==> src/rtl/lsu.sv <==
// Load/store unit: turns ALU address + rs2 into a request/ready data-memory access,
// stalls the core while the access is in flight and returns an extended load value.
module lsu #(
    parameter int unsigned TIMEOUT = 255
) (
    input  logic        clk,
    input  logic        rst,
    input  logic        mem_read,
    input  logic        mem_write,
    input  logic [2:0]  funct3,
    input  logic [31:0] addr,
    input  logic [31:0] wdata,
    output logic        stall,
    output logic [31:0] rdata,
    output logic        done,
    output logic        misaligned,
    output logic        bus_timeout,
    output logic        bus_req,
    output logic        bus_we,
    output logic [31:0] bus_addr,
    output logic [3:0]  bus_be,
    output logic [31:0] bus_wdata,
    input  logic        bus_ready,
    input  logic [31:0] bus_rdata
);
    localparam int unsigned CW = $clog2(TIMEOUT + 1);

    typedef enum logic [1:0] {IDLE, BUSY, DONE} state_t;

    state_t        state_q, state_d;
    logic          we_q, we_d;
    logic [31:0]   addr_q, addr_d;
    logic [3:0]    be_q, be_d;
    logic [31:0]   wdata_q, wdata_d;
    logic [2:0]    funct3_q, funct3_d;
    logic [1:0]    off_q, off_d;
    logic [CW-1:0] cnt_q, cnt_d;
    logic [31:0]   rdata_q, rdata_d;
    logic          mis_q, mis_d;
    logic          to_q, to_d;

    logic          req;
    logic          fault;
    logic [3:0]    be_new;
    logic [31:0]   wdata_new;
    logic [7:0]    ld_byte;
    logic [15:0]   ld_half;
    logic [31:0]   ld_val;

    // Request decode: size faults and illegal codes both report as misaligned.
    always_comb begin
        req   = mem_read | mem_write;
        fault = 1'b0;
        if (mem_read && mem_write)
            fault = 1'b1;
        else if (mem_read && ((funct3[1:0] == 2'b11) || (funct3[2] && funct3[1])))
            fault = 1'b1;
        else if (mem_write && ((funct3[1:0] == 2'b11) || funct3[2]))
            fault = 1'b1;
        else if ((funct3[1:0] == 2'b01) && addr[0])
            fault = 1'b1;
        else if ((funct3[1:0] == 2'b10) && (addr[1:0] != 2'b00))
            fault = 1'b1;

        case (funct3[1:0])
            2'b00: begin
                be_new    = 4'b0001 << addr[1:0];
                wdata_new = {4{wdata[7:0]}};
            end
            2'b01: begin
                be_new    = 4'b0011 << addr[1:0];
                wdata_new = {2{wdata[15:0]}};
            end
            default: begin
                be_new    = 4'b1111;
                wdata_new = wdata;
            end
        endcase
    end

    always_comb begin
        ld_byte = bus_rdata[{off_q, 3'b000} +: 8];
        ld_half = bus_rdata[{off_q[1], 4'b0000} +: 16];
        case (funct3_q)
            3'b000:  ld_val = {{24{ld_byte[7]}}, ld_byte};
            3'b001:  ld_val = {{16{ld_half[15]}}, ld_half};
            3'b100:  ld_val = {24'b0, ld_byte};
            3'b101:  ld_val = {16'b0, ld_half};
            default: ld_val = bus_rdata;
        endcase
    end

    always_comb begin
        state_d  = state_q;
        we_d     = we_q;
        addr_d   = addr_q;
        be_d     = be_q;
        wdata_d  = wdata_q;
        funct3_d = funct3_q;
        off_d    = off_q;
        cnt_d    = cnt_q;
        rdata_d  = rdata_q;
        mis_d    = mis_q;
        to_d     = to_q;
        case (state_q)
            IDLE: begin
                if (req) begin
                    rdata_d = '0;
                    to_d    = 1'b0;
                    if (fault) begin
                        mis_d   = 1'b1;
                        state_d = DONE;
                    end else begin
                        mis_d    = 1'b0;
                        we_d     = mem_write;
                        addr_d   = {addr[31:2], 2'b00};
                        be_d     = be_new;
                        wdata_d  = wdata_new;
                        funct3_d = funct3;
                        off_d    = addr[1:0];
                        cnt_d    = '0;
                        state_d  = BUSY;
                    end
                end
            end
            BUSY: begin
                if (bus_ready) begin
                    rdata_d = we_q ? '0 : ld_val;
                    state_d = DONE;
                end else if (cnt_q == CW'(TIMEOUT - 1)) begin
                    rdata_d = '0;
                    to_d    = 1'b1;
                    state_d = DONE;
                end else begin
                    cnt_d = cnt_q + 1'b1;
                end
            end
            default: state_d = IDLE;
        endcase
    end

    always_ff @(posedge clk or posedge rst) begin
        if (rst) begin
            state_q  <= IDLE;
            we_q     <= 1'b0;
            addr_q   <= '0;
            be_q     <= '0;
            wdata_q  <= '0;
            funct3_q <= '0;
            off_q    <= '0;
            cnt_q    <= '0;
            rdata_q  <= '0;
            mis_q    <= 1'b0;
            to_q     <= 1'b0;
        end else begin
            state_q  <= state_d;
            we_q     <= we_d;
            addr_q   <= addr_d;
            be_q     <= be_d;
            wdata_q  <= wdata_d;
            funct3_q <= funct3_d;
            off_q    <= off_d;
            cnt_q    <= cnt_d;
            rdata_q  <= rdata_d;
            mis_q    <= mis_d;
            to_q     <= to_d;
        end
    end

    // bus_req decodes from state so an async reset drops it without a clock edge.
    assign stall       = ((state_q == IDLE) && req) || (state_q == BUSY);
    assign done        = (state_q == DONE);
    assign misaligned  = (state_q == DONE) && mis_q;
    assign bus_timeout = (state_q == DONE) && to_q;
    assign rdata       = rdata_q;
    assign bus_req     = (state_q == BUSY);
    assign bus_we      = we_q;
    assign bus_addr    = addr_q;
    assign bus_be      = be_q;
    assign bus_wdata   = wdata_q;
endmodule

==> config.mk <==
export PLATFORM = sky130hd
export DESIGN_NAME = lsu
export DESIGN_NICKNAME = d
export VERILOG_FILES = /design/src/rtl/lsu.sv
export SDC_FILE = /design/constraint.sdc
export NUM_CORES = 1
export LEC_CHECK = 0
export CAP_MARGIN = 30
export CORE_UTILIZATION = 44
export DETAILED_ROUTE_END_ITERATION = 8
export HOLD_SLACK_MARGIN = 0.12
export PLACE_DENSITY = 0.83
export SLEW_MARGIN = 40
export SYNTH_ARGS = -nofsm -noshare
export SYNTH_HDL_FRONTEND = slang
export SYNTH_SLANG_ARGS = --single-unit
==> constraint.sdc <==
create_clock -name clk -period 3.9 [get_ports clk]
set_input_delay 0.585 -clock clk [delete_from_list [all_inputs] [get_ports clk]]
set_output_delay 0.585 -clock clk [all_outputs]
set_load 0.1 [all_outputs]
After elaboration in Yosys (flattened, before gate mapping)
Index checks and enable logic that the tools add are counted.
- bits in registers: 116
- input port bits: 104
- output and inout port bits: 106
- word-level logic and storage cells: 84
- add/sub/neg operators: 1
- equality and inequality tests: 15
- shift-type cells: 4
- multiplexer cells: 28
- bitwise operators: 2
- reductions and logical operators: 23
- operators by type and width (cell ; count):
    $mux 32 ; 4
    $pmux 32 s2 ; 2
    $pmux 32 s4 ; 1
    $mux 8 ; 4
    $shiftx 32x6->16 ; 1
    $shiftx 32x6->8 ; 1
    $pmux 8 s2 ; 1
    $logic_and 1x1->1 ; 9
    $mux 1 ; 9
    $add 8x1->8 const B ; 1
    $eq 8x8->1 const B ; 1
    $mux 2 ; 4
    $ne 2x2->1 const B ; 4
    $pmux 4 s2 ; 1
    $eq 2x2->1 const B ; 3
    $eq 3x3->1 const B ; 2
    $reduce_and 3->1 ; 2
    $reduce_and 5->1 ; 1
    $eq 2x1->1 const B ; 2
    $logic_not 2->1 ; 2
    $pmux 2 s2 ; 1
    $reduce_and 2->1 ; 2
    $reduce_and 4->1 ; 1
    $reduce_bool 2->1 ; 2
    other kinds (10) ; 12

Depth between registers and ports, before layout
Gate-level depths: netlist of run 1.
- depth after elaboration: 10
- depth in mapped cells: 8
- mapped depth without buffers: 7

Least setup slack after synthesis of run 1
No wires, ideal clock.
- path kind: reg-to-output
- start point: reg state_q[0]
- end point: out bus_timeout
- data arrival time: 2.713 ns
- required time: 3.315 ns
- path slack: 0.602 ns
- cell stages (with the launch flop): 3
- path buffers: 0
- cell sequence: dfrtp_1 nor2b_1 and2_1
- longest elaborated chain between the ends: 2
- ends and longest elaborated chain (item ; line ; source):
    from (decl) ; 30 ; state_t state_q, state_d;
    from (signal assigned) ; 156 ; state_q <= state_d;
    $eq 2x2->1 ; -- ;
    via done ; 15 ; output logic done,
    $logic_and 1x1->1 ; 174 ; assign bus_timeout = (state_q == DONE) && to_q;
    to (decl) ; 17 ; output logic bus_timeout,
The timed path passes the listed nets, and every way through them passes these cells.

Final worst setup path of run 1
- start point: in mem_write
- end point: reg wdata_q[8] (netlist: bus_wdata[8])
- longest elaborated chain between the ends: 6
- elaborated cells between the ends (all ways): 8
- classes of those cells: mux: 3; bitwise: 2; reduce/logical: 3
- ends and longest elaborated chain (item ; line ; source):
    from (decl) ; 9 ; input logic mem_write,
    $logic_and 1x1->1 ; 58 ; else if (mem_write && ((funct3[1:0] == 2'b11) || funct3[2]))
    $mux 1 ; 58 ;
    $mux 1 ; 56 ; else if (mem_read && ((funct3[1:0] == 2'b11) || (funct3[2] && funct3[1])))
    $mux 1 ; 54 ; if (mem_read && mem_write)
    $not 1->1 (no source line) ; -- ;
    $reduce_and 3->1 (no source line) * ; -- ;
    to (signal assigned) ; 160 ; wdata_q <= wdata_d;
    to (decl) ; 34 ; logic [31:0] wdata_q, wdata_d;
Mark *: on every way between the ends. The rest lies on a longest branch, timed or not.
A chain may end at the register's enable or synchronous reset.

==> results of run 1 <==
## Yosys cell counts (7+ instances only)
cell / n
mux2i_1: 28
o21ai_0: 42
nand2b_1: 28
nand2_1: 180
buf_2: 16
clkbuf_1: 15
a32o_1: 8
mux2_2: 8
a22o_1: 17
dfrtp_1: 116
o221ai_1: 7
nor2_1: 32
a21oi_1: 20
inv_1: 7
## final cells by class
type                    count  share of cell area [%]
well taps                 168                    2.74
multi-input cells         424                    30.9
flip-flops and latches    116                    37.8
repair buffers            215                    21.0
inverters                   7                   0.407
clock buffers              17                    5.54
clock inverters            15                    1.58
## tightest hold or removal path, cell delays in order (launching register included)
cell	delay (ns)
dfrtp_1	0.34
nand2_1	0.05
nand2_1	0.05
## state kept, by name (all words and copies together) (netlist names)
| register | count |
|---|---|
| bus_be | 4 |
| rdata | 32 |
| mis_q | 1 |
| cnt_q | 8 |
| bus_addr | 30 |
| off_q | 2 |
| bus_wdata | 32 |
| funct3_q | 3 |
| state_q | 2 |
| to_q | 1 |
| bus_we | 1 |
## routing by layer
layer  global-route usage (%)  up-vias  routed length [um]
met5                        0        -                   0
met4                     8.16        0                 244
met3                     6.75       21                1050
met2                     40.0      190                7500
met1                     30.4     2401                6520
li1                         -     2369                   -
## through the flow
| stage | instances | instance area [um2] |
|---|---|---|
| after floorplan | 583 | 5450 |
| after global placement | 930 | 7640 |
| after detailed placement | 930 | 7120 |
| after CTS | 962 | 7670 |
| after global routing | 962 | 7680 |
| final | 962 | 7680 |
## worst min-delay path by stage
stage / depth (start not counted) / endpoint / slack [ns] / from
2_1_floorplan: 2 / to_q / 0.45 / to_q
3_3_place_gp: 2 / bus_addr[24] / 0.46 / bus_addr[24]
3_5_place_dp: 2 / bus_addr[24] / 0.46 / bus_addr[24]
4_1_cts: 2 / bus_addr[24] / 0.47 / bus_addr[24]
5_1_grt: 2 / bus_wdata[2] / 0.50 / bus_wdata[2]
6_report: 2 / bus_addr[24] / 0.47 / bus_addr[24]
## cells by family after synthesis
group                    count (synthesis)
AO/OA/AOI/OAI                          112
adder cells (fa/ha/maj)                  2
buffers and inverters                   43
multiplexers                            36
flip-flops                             116
AND/OR/NAND/NOR                        272
other                                    1
==> metrics.md, run 1 <==
| Metric | Value |
|---|---|
| Status | `completed` |
| Minimum clock period | `2.53 ns` |
| Setup Buffers After CTS | `0` |
| Critical Path Sink Type | `flop` |
| WHS | `0.467 ns` |
| Largest stage delay, worst path | `0.57 ns` |
| Most used DFF post-synth | `dfrtp_1` |
| Sequential-to-total area share from yosys stat | `53.3%` |
| Global-route wire length before repair | `24.4 mm` |
| Bufs and invs on worst path | `2` |
| Post-DP HPWL | `10.8 mm` |
| Skew-Pair Late Insertion Delay | `0.41 ns` |
| Fin worst setup slack | `1.37 ns` |
| Synth area leader | `dfrtp_1` |
| Compound-Gate Fraction of Synth Area | `13.9%` |
| Number of global-route vias before repair | `4855` |
| Area growth syn-to-layout | `40.9%` |
| Slowest stage cell, crit path | `clkdlybuf4s50_1` |
| Pre-CTS setup slack | `0.958 ns` |
| Iteration-0 DRC Markers | `379` |
| Largest net degree at the start of global routing | `67` |
| Startpoint types | `input pin` |
| Synth top area share | `53.3%` |
| XOR/XNOR Fraction of Synth Area | `0%` |
| Width of the die | `113 um` |
| CTS sink count | `116` |
| Fin crit share | `64.9%` |
| Clk buf depth | `2` |
| Commonest non-fill, non-tap cell in the layout | `nand2_1` |
| Placer Congestion | `0.801` |
| Largest family of logic cells by synthesized area | `simple AND/OR/NAND/NOR gates` |
| Grt ovf | `0` |
| Cells along the critical path | `clkdlybuf4s50_1 -> nor2_1 -> nor2_1 -> nand3_4 -> buf_4 -> nand2_1 -> o21ai_0` |
| Distinct cells, synth | `48` |
| Core area | `12100 um2` |
| Die H | `113 um` |
| Cell Area, Synth | `5450 um2` |
| Commonest non-fill, non-tap cells in the layout | `nand2_1, dfrtp_1, clkdlybuf4s50_1, buf_2, o21ai_0` |
| DRC viols | `0` |
| Critical path type | `input pin to flop` |
| CP max FO | `50` |
| Initial antenna violation count | `0` |
| Cells after Synth | `582` |
| Vias | `4981` |
| WL final | `15.3 mm` |
| Data required time of the worst path | `4.17 ns` |
| Worst setup endpoint | `bus_wdata[8]` |
| Final design utilization | `63.6%` |
| Setup TNS | `0 ns` |
| # fillers | `987` |
| Initial Util | `45.2%` |
| Reg area | `2900 um2` |
| Clk slew on worst S/H paths | `0.06 ns` |
| Wire length per cell | `15.9 um` |
| Relative slew slack | `56.6%` |
| Type of the worst min-delay path | `flop to flop` |
| Layout Skew | `0.00949 ns` |
| RSZ-0062 raised after global routing | `no` |
| Syn. warnings | `0` |
| Port bufs | `207` |
| Synth Area in Adders | `0.459%` |
| Gr usage total | `24.1%` |
| NumNets Final | `887` |
| I/O pin total | `210` |
| Multi-input logic area | `2370 um2` |
| Post-synthesis mux area share | `6.80%` |
| Pre-antenna DRT Iters | `4` |
| Post-CTS sizing | `0` |
| Hold buffer count at cts | `0` |
| Setup violators final | `0` |
| Mean Syn Cell Area | `9.36 um2` |
| Total CTS buffers | `17` |
| Die area | `12800 um2` |
| R2r startpoint | `state_q[1]` |
| Levels on crit path | `7` |
| Post-synth EDFFs | `0` |
| R2r worst-path depth | `6` |
| Ys async rst share | `100%` |
| Via density per instance | `5.18` |
| TritonCTS clock tree | `done` |
| Synth top area cells | `dfrtp_1, nand2_1, mux2i_1, o21ai_0, nand2b_1` |
| CTS Root Cell | `clkbuf_16` |
| Data arrival, critical path | `2.80 ns` |
| Reg-to-reg setup timing slack | `1.55 ns` |
| Final Slew Violations | `0` |
| FF+latch count, synth | `116` |
| CTS H-tree depth | `4` |
| Max_cap viols | `0` |
| Worst Setup SP | `mem_write` |
| Fmax | `0.395 GHz` |
| Fin. Hold Viols | `0` |
| CP most frequent cell | `nor2_1` |
| DRT antenna net count | `0` |
| Simple-gate share of the synthesized area | `22.0%` |
| Rows | `40` |
| Fraction of layout cells with a size suffix above 1 | `21.7%` |
| Worst-Margin Slew | `0.650 ns` |
| Crit-path leading delay family | `simple AND/OR/NAND/NOR gates` |
| # diodes | `0` |
| R2r endpoint | `bus_wdata[8]` |
Power of run 1 is not shown: default switching activity piles up to over one toggle a cycle in this logic, so the estimate is an artifact.
==> run 2, diff against run 1 <==
CORE_UTILIZATION = 40   (was 44)
PLACE_DENSITY = 0.8   (was 0.83)
clock period = 2.06 ns   (was 3.9 ns; I/O delays follow)
==> run 2 against run 1 <==
  * Register-to-register slack worse by 1.4 ns
  * Utilization is 0.16 points lower
  * Critical path depth did not move
  * Clock skew decreased by 0.0021 ns
  * Sequential share of layout area shrank 3.3 points
==> metrics.md, run 2 (same netlist as run 1, synthesis figures left out) <==
| Metric | Value |
|---|---|
| Fraction of layout cells with a size suffix above 1 | `24.3%` |
| Setup Buffers After CTS | `0` |
| Commonest non-fill, non-tap cell in the layout | `nand2_1` |
| Status | `completed` |
| CP max FO | `32` |
| Critical path type | `flop to flop` |
| Data required time of the worst path | `2.36 ns` |
| CTS Root Cell | `clkbuf_16` |
| Clk buf depth | `2` |
| Wire length per cell | `16.4 um` |
| CTS sink count | `116` |
| CTS H-tree depth | `4` |
| Fin crit share | `91.8%` |
| Relative slew slack | `56.5%` |
| Largest net degree at the start of global routing | `117` |
| # diodes | `0` |
| Core area | `13200 um2` |
| Startpoint types | `flop` |
| Iteration-0 DRC Markers | `321` |
| Post-DP HPWL | `12.2 mm` |
| Number of global-route vias before repair | `5242` |
| Hold buffer count at cts | `0` |
| Minimum clock period | `1.89 ns` |
| Area growth syn-to-layout | `54.3%` |
| Critical Path Sink Type | `flop` |
| Initial antenna violation count | `0` |
| Type of the worst min-delay path | `input pin to asynchronous set/reset pin` |
| Rows | `42` |
| RSZ-0062 raised after global routing | `no` |
| Grt ovf | `0` |
| Placer Congestion | `0.837` |
| Layout Skew | `0.00738 ns` |
| DP Cell Count | `967` |
| Setup violators final | `0` |
| Fmax | `0.529 GHz` |
| Post-Layout Cell Count | `999` |
| DRT antenna net count | `0` |
| Worst-Margin Slew | `0.653 ns` |
| Width of the die | `119 um` |
| Max_cap viols | `0` |
| Final Slew Violations | `0` |
| Skew-Pair Late Insertion Delay | `0.42 ns` |
| NumNets Final | `916` |
| Die H | `119 um` |
| Commonest non-fill, non-tap cells in the layout | `nand2_1, buf_4, dfrtp_1, clkdlybuf4s50_1, o21ai_0` |
| Die area | `14100 um2` |
| Initial Util | `41.1%` |
| # fillers | `1076` |
| Pre-antenna DRT Iters | `4` |
| DRC viols | `0` |
| Data arrival, critical path | `2.19 ns` |
| Port bufs | `207` |
| TritonCTS clock tree | `done` |
| Post-CTS sizing | `0` |
| Clk slew on worst S/H paths | `0.05 ns` |
| I/O pin total | `210` |
| WL final | `16.4 mm` |
| Fin. Hold Viols | `0` |
| Vias | `5081` |
| Gr usage total | `24.2%` |
| Total CTS buffers | `17` |
| Global-route wire length before repair | `26.4 mm` |
| Via density per instance | `5.09` |
[run 2: through the flow]
stage	utilization (%)	worst slack (ns)	area (um2)	hold WS [ns]	setup TNS, ns
after floorplan	-	-0.0124	5470	0.414	-0.0124
after global placement	58.5	-0.0487	7740	0.459	-0.342
after detailed placement	58.5	-0.128	7740	0.463	-3.20
after CTS	63.5	0.182	8400	0.407	0
after global routing	63.5	0.0412	8410	0.417	0
final	63.5	0.169	8410	0.418	0
[run 2: final cells by class]
class	count	area [um2]	share of cell area (%)
timing repair buffer	244	2210	26.3
tap	176	220	2.62
clock inverter	9	173	2.05
clock buffer	23	488	5.80
inverter	7	30.0	0.357
multi-input combinational	424	2380	28.3
sequential	116	2900	34.5
[run 2: worst paths after layout]
path | startpoint | slack, ns | depth (start not counted) | to
worst max-delay path | cnt_q[0] | 0.17 | 7 | rdata[7]
worst max register to register | cnt_q[0] | 0.17 | 7 | rdata[7]
max in group asynchronous | rst | 1.12 | 3 | bus_wdata[3]
worst min register to register | bus_wdata[27] | 0.48 | 2 | bus_wdata[27]
min in group clk | addr[16] | 0.42 | 3 | bus_addr[16]
worst min-delay path | rst | 0.42 | 3 | rdata[2]
[run 2: critical path, stage by stage, from the launching register on]
cell and delay (ns):
dfrtp_1 0.43, inv_1 0.13, ha_1 0.15, and3_1 0.22, nand2_1 0.09, a211o_1 0.32
buf_12 0.18, a22o_1 0.25
[run 2: metal layers]
layer	part of all wire (%)	global-route usage, %	vias up
li1	-	-	2429
met1	39	27.7	2399
met2	49	40.3	220
met3	8.5	8.88	33
met4	2.9	10.8	0
met5	0	0	-
Power of run 2 is left out for the same reason.
